## config.mk

```make
export PLATFORM = sky130hd
export DESIGN_NAME = fetch_ctrl
export DESIGN_NICKNAME = d
export VERILOG_FILES = /design/src/rtl/fetch_ctrl.sv
export SDC_FILE = /design/constraint.sdc
export NUM_CORES = 1
export LEC_CHECK = 0
export CORE_MARGIN = 2
export CORE_UTILIZATION = 43
export DETAILED_ROUTE_END_ITERATION = 8
export PLACE_DENSITY_LB_ADDON = 0.25
export SETUP_SLACK_MARGIN = 0.5
export SYNTH_ARGS = -nofsm -noshare
export SYNTH_HDL_FRONTEND = slang
export SYNTH_SLANG_ARGS = --single-unit
```

## constraint.sdc

```tcl
create_clock -name clk -period 2.1 [get_ports clk]
set_input_delay 0.315 -clock clk [delete_from_list [all_inputs] [get_ports clk]]
set_output_delay 0.315 -clock clk [all_outputs]
set_load 0.02 [all_outputs]
```

## src/rtl/fetch_ctrl.sv

```systemverilog
// fetch_ctrl: two-cycle instruction fetch sequencer with redirect, stall and accepted-instruction count.
module fetch_ctrl #(
  parameter logic [31:0] RESET_PC = 32'h0000_0000
) (
  input  logic        clk,
  input  logic        rst,
  output logic        irWrite,
  output logic [31:0] pc,
  output logic        inst_valid,
  input  logic        inst_ready,
  output logic [31:0] inst_pc,
  input  logic        redirect_valid,
  input  logic [31:0] redirect_target,
  output logic        fetch_err,
  output logic [31:0] fetch_count
);
  typedef enum logic [1:0] {IDLE, FETCH, VALID} state_t;
  state_t state, state_n;
  logic accept;
  always_comb begin
    irWrite    = state == FETCH;
    inst_valid = state == VALID;
    accept     = inst_valid && inst_ready && !redirect_valid;
    state_n    = redirect_valid ? FETCH :
                 state == IDLE  ? FETCH :
                 state == FETCH ? VALID :
                 accept         ? FETCH : VALID;
  end
  // redirect outranks acceptance, so a same-cycle handshake never advances pc or the count
  always_ff @(posedge clk) begin
    if (rst) begin
      state       <= IDLE;
      pc          <= RESET_PC;
      inst_pc     <= RESET_PC;
      fetch_count <= '0;
      fetch_err   <= 1'b0;
    end else begin
      state     <= state_n;
      fetch_err <= redirect_valid && |redirect_target[1:0];
      if (state == FETCH) inst_pc <= pc;
      if (redirect_valid) pc <= {redirect_target[31:2], 2'b00};
      else if (accept) pc <= pc + 32'd4;
      if (accept) fetch_count <= fetch_count + 32'd1;
    end
  end
endmodule

```

==> results.txt <==
Clock Root Buffer -> clkbuf_8
post-synthesis cell type count -> 47
post-route ant nets -> 0
async set or reset register ratio after synthesis -> 0
Setup crit start -> pc[2]
Clock Latency Late Sink -> 0.38 ns
Die ar. -> 0.0113 sq mm
Core Area -> 0.0102 sq mm
final non-filler cell area -> 0.00738 sq mm
RSZ-0062 raised after global routing -> yes
WP buf/inv -> 1
max incr delay on CP -> 0.45 ns
Hold Path Origin -> rst
data required time of the critical path -> 2.38 ns
antenna violations before repair -> 0
worst setup path category -> reg2reg
vias per cell -> 5.70
Switching Fraction -> 0.295
internal power -> 0.00271 W
first-pass GRT wire length -> 25.4 mm
Die Y -> 106 um
Synth Register Bits -> 95
reg2reg start -> pc[2]
Die W -> 106 um
drt drc -> 0
number of hold buffers added after CTS -> 0
DR pass1 iterations -> 5
1st-iter DRT viols -> 279
worst-path maximum fanout -> 6
CTS tree -> built
CTS clk-pin slew, worst paths -> 0.10 ns
clk buf depth -> 2
Final period util -> 0.940
FMAX -> 507 MHz
part of the power in combinational logic -> 0.152
std cell rows -> 37
skew final -> 0.0143 ns
Total Routed Length -> 16.0 mm
GP Congestion -> 0.801
Tmin final -> 1.97 ns
largest net degree at the start of global routing -> 97
Synth-to-Final Area Change -> 64.4%
Final Power -> 0.00384 W
CP max-delay cell -> or3_4
Max VDD drop -> 0.000332 V
CP cell instances -> ha_4, nand4_1, or3_4, buf_6, or4_1, a311oi_1
vias in the first global route -> 5231
status -> complete, no violations
GR Overflow Total -> 0
final hold violations -> 0
final setup fails -> 0
CP Launch Type -> register
GRT Util Overall -> 0.279
Clk pwr share -> 0.345
routed vias -> 5199
fin. max-slew vios -> 0
CP endpoint kind -> register
fin util -> 0.721
number of diodes -> 0
IO Pins -> 135
CTS H-tree depth -> 3
DR WL/cell -> 17.5 um
share of power burned in registers -> 0.502
# nets final -> 809
LEAKAGE -> 3.09 nW
share of layout cells above drive strength 1 -> 0.298
Net Sw Power -> 0.00113 W
HP Class -> in2reg
Post-Syn Area -> 0.00449 sq mm
Avg Inst Size Synth -> 8.06 sq um
max-cap violation count -> 0
non-filler cells, final -> 912
input/output buffers -> 130
cts bufs inserted -> 9
Synth Flop Type -> dfxtp_1
Synth Instances -> 557
placed cell count -> 825
initial core utilization -> 0.439
DP Wirelength -> 9.41 mm
Seq/Total Area, Yosys -> 0.424
clk sinks -> 95
family with the most delay on the worst path -> simple AND/OR/NAND/NOR gates
EDFF count, synth -> 0
Syn. warnings -> 0
CP arrival -> 2.26 ns
PD cells -> 520 mW/mm^2
DP Area -> 0.00632 sq mm
Fin Hold WS -> 0.366 ns
-- cell type report --
cell class / count / area (sq um)
fill: 773 / 2850
multi-input combinational: 403 / 2690
timing repair buffer: 242 / 2190
sequential: 95 / 2050
tap: 136 / 170
clock buffer: 10 / 138
clock inverter: 6 / 76.3
inverter: 20 / 75.1
-- sequential cells by signal (all words and copies together) (netlist names) --
name         flops
fetch_err        1
inst_pc         30
pc              30
state            2
fetch_count     32
-- worst min-delay path, stage by stage --
cell	delay [ns]
buf_4	0.10
or3_1	0.10
or4_4	0.12
nand3_2	0.06
-- layer usage --
| metal | part of all wire | up-vias | global-route usage |
|---|---|---|---|
| met1 | 0.41 | 2483 | 0.334 |
| li1 | - | 2456 | - |
| met4 | 0.032 | 0 | 0.104 |
| met2 | 0.49 | 211 | 0.479 |
| met5 | 0 | - | 0 |
| met3 | 0.070 | 49 | 0.0736 |
-- repair_timing --
action / in CTS / in global routing
resized for setup: 160 / 45
pin swaps: 46 / 41
gates cloned: 3 / 0
endpoints found under the setup margin: 146 / 62
setup buffers: 59 / 9
-- power by group through the flow --
stage	Combinational, W	Sequential, W	Clock [W]
final	0.000585	0.00193	0.00133
after global routing	0.000626	0.00194	0.00142
after CTS	0.000559	0.00192	0.00133
after detailed placement	0.000539	0.00198	0
after global placement	0.000528	0.00198	0
after floorplan	0.000196	0.00204	0
-- cell usage after synthesis, drive strengths merged (2+ instances only) --
cell type  number  area (sq um)
nand2          82           308
xor2           11          96.3
and4            8          70.1
buf            11          61.3
nand4b          2          17.5
o31ai          22           165
xnor2           8          70.1
or2             3          18.8
and2            4          25.0
nand3          19          95.1
a2111oi         3          27.5
or3            17           106
o21ai          13          65.1
and3            5          31.3
nor2b           2          12.5
a21oi          55           275
ha              2          25.0
nor3            8          40.0
nand4          20           153
dfxtp          95          1900
inv            20          75.1
nand3b          2          15.0
a211oi          9          67.6
or4            28           210
nor2           41           154
a311oi         15           131
nor4            7          43.8
clkbuf         31           116
-- cells by family after synthesis --
family                     after synthesis  share of synthesized area
and+or+nand+nor                        252                      0.297
AOI/OAI and AO/OA                      126                      0.179
DFF                                     95                      0.424
buffers and inverters                   62                     0.0563
xor gates and xnor gates                19                     0.0371
adders and majority gates                2                    0.00557
other                                    1                   0.000835
-- path summary, 6_finish.rpt --
| path | to | cells after the start | slack (ns) |
|---|---|---|---|
| max | pc[16] | 6 | 0.13 |
| min | pc[29] | 4 | 0.37 |
| max reg2reg | pc[16] | 6 | 0.13 |
| min reg2reg | inst_pc[4] | 2 | 0.46 |
-- stage by stage --
| stage | TNS, ns | worst slack [ns] |
|---|---|---|
| final | 0 | 0.127 |
| after global routing | 0 | 0.0505 |
| after CTS | 0 | 0.166 |
| after detailed placement | -11.21 | -0.431 |
| after global placement | -8.29 | -0.299 |
| after floorplan | 0 | 0.149 |
-- layout by cell type, fill, tap and decap left out, types with 11 or more instances in the layout --
cell,count
nand3_1,13
dfxtp_4,36
or3_1,14
clkdlybuf4s50_1,32
a21oi_1,55
or4_1,20
a311oi_1,12
xor2_1,11
nor2_1,40
dlygate4sd2_1,92
nand2_1,80
buf_6,26
nand4_1,17
o31ai_1,17
inv_1,20
dfxtp_1,51
buf_4,81
Power figures use the tool's default switching activity.
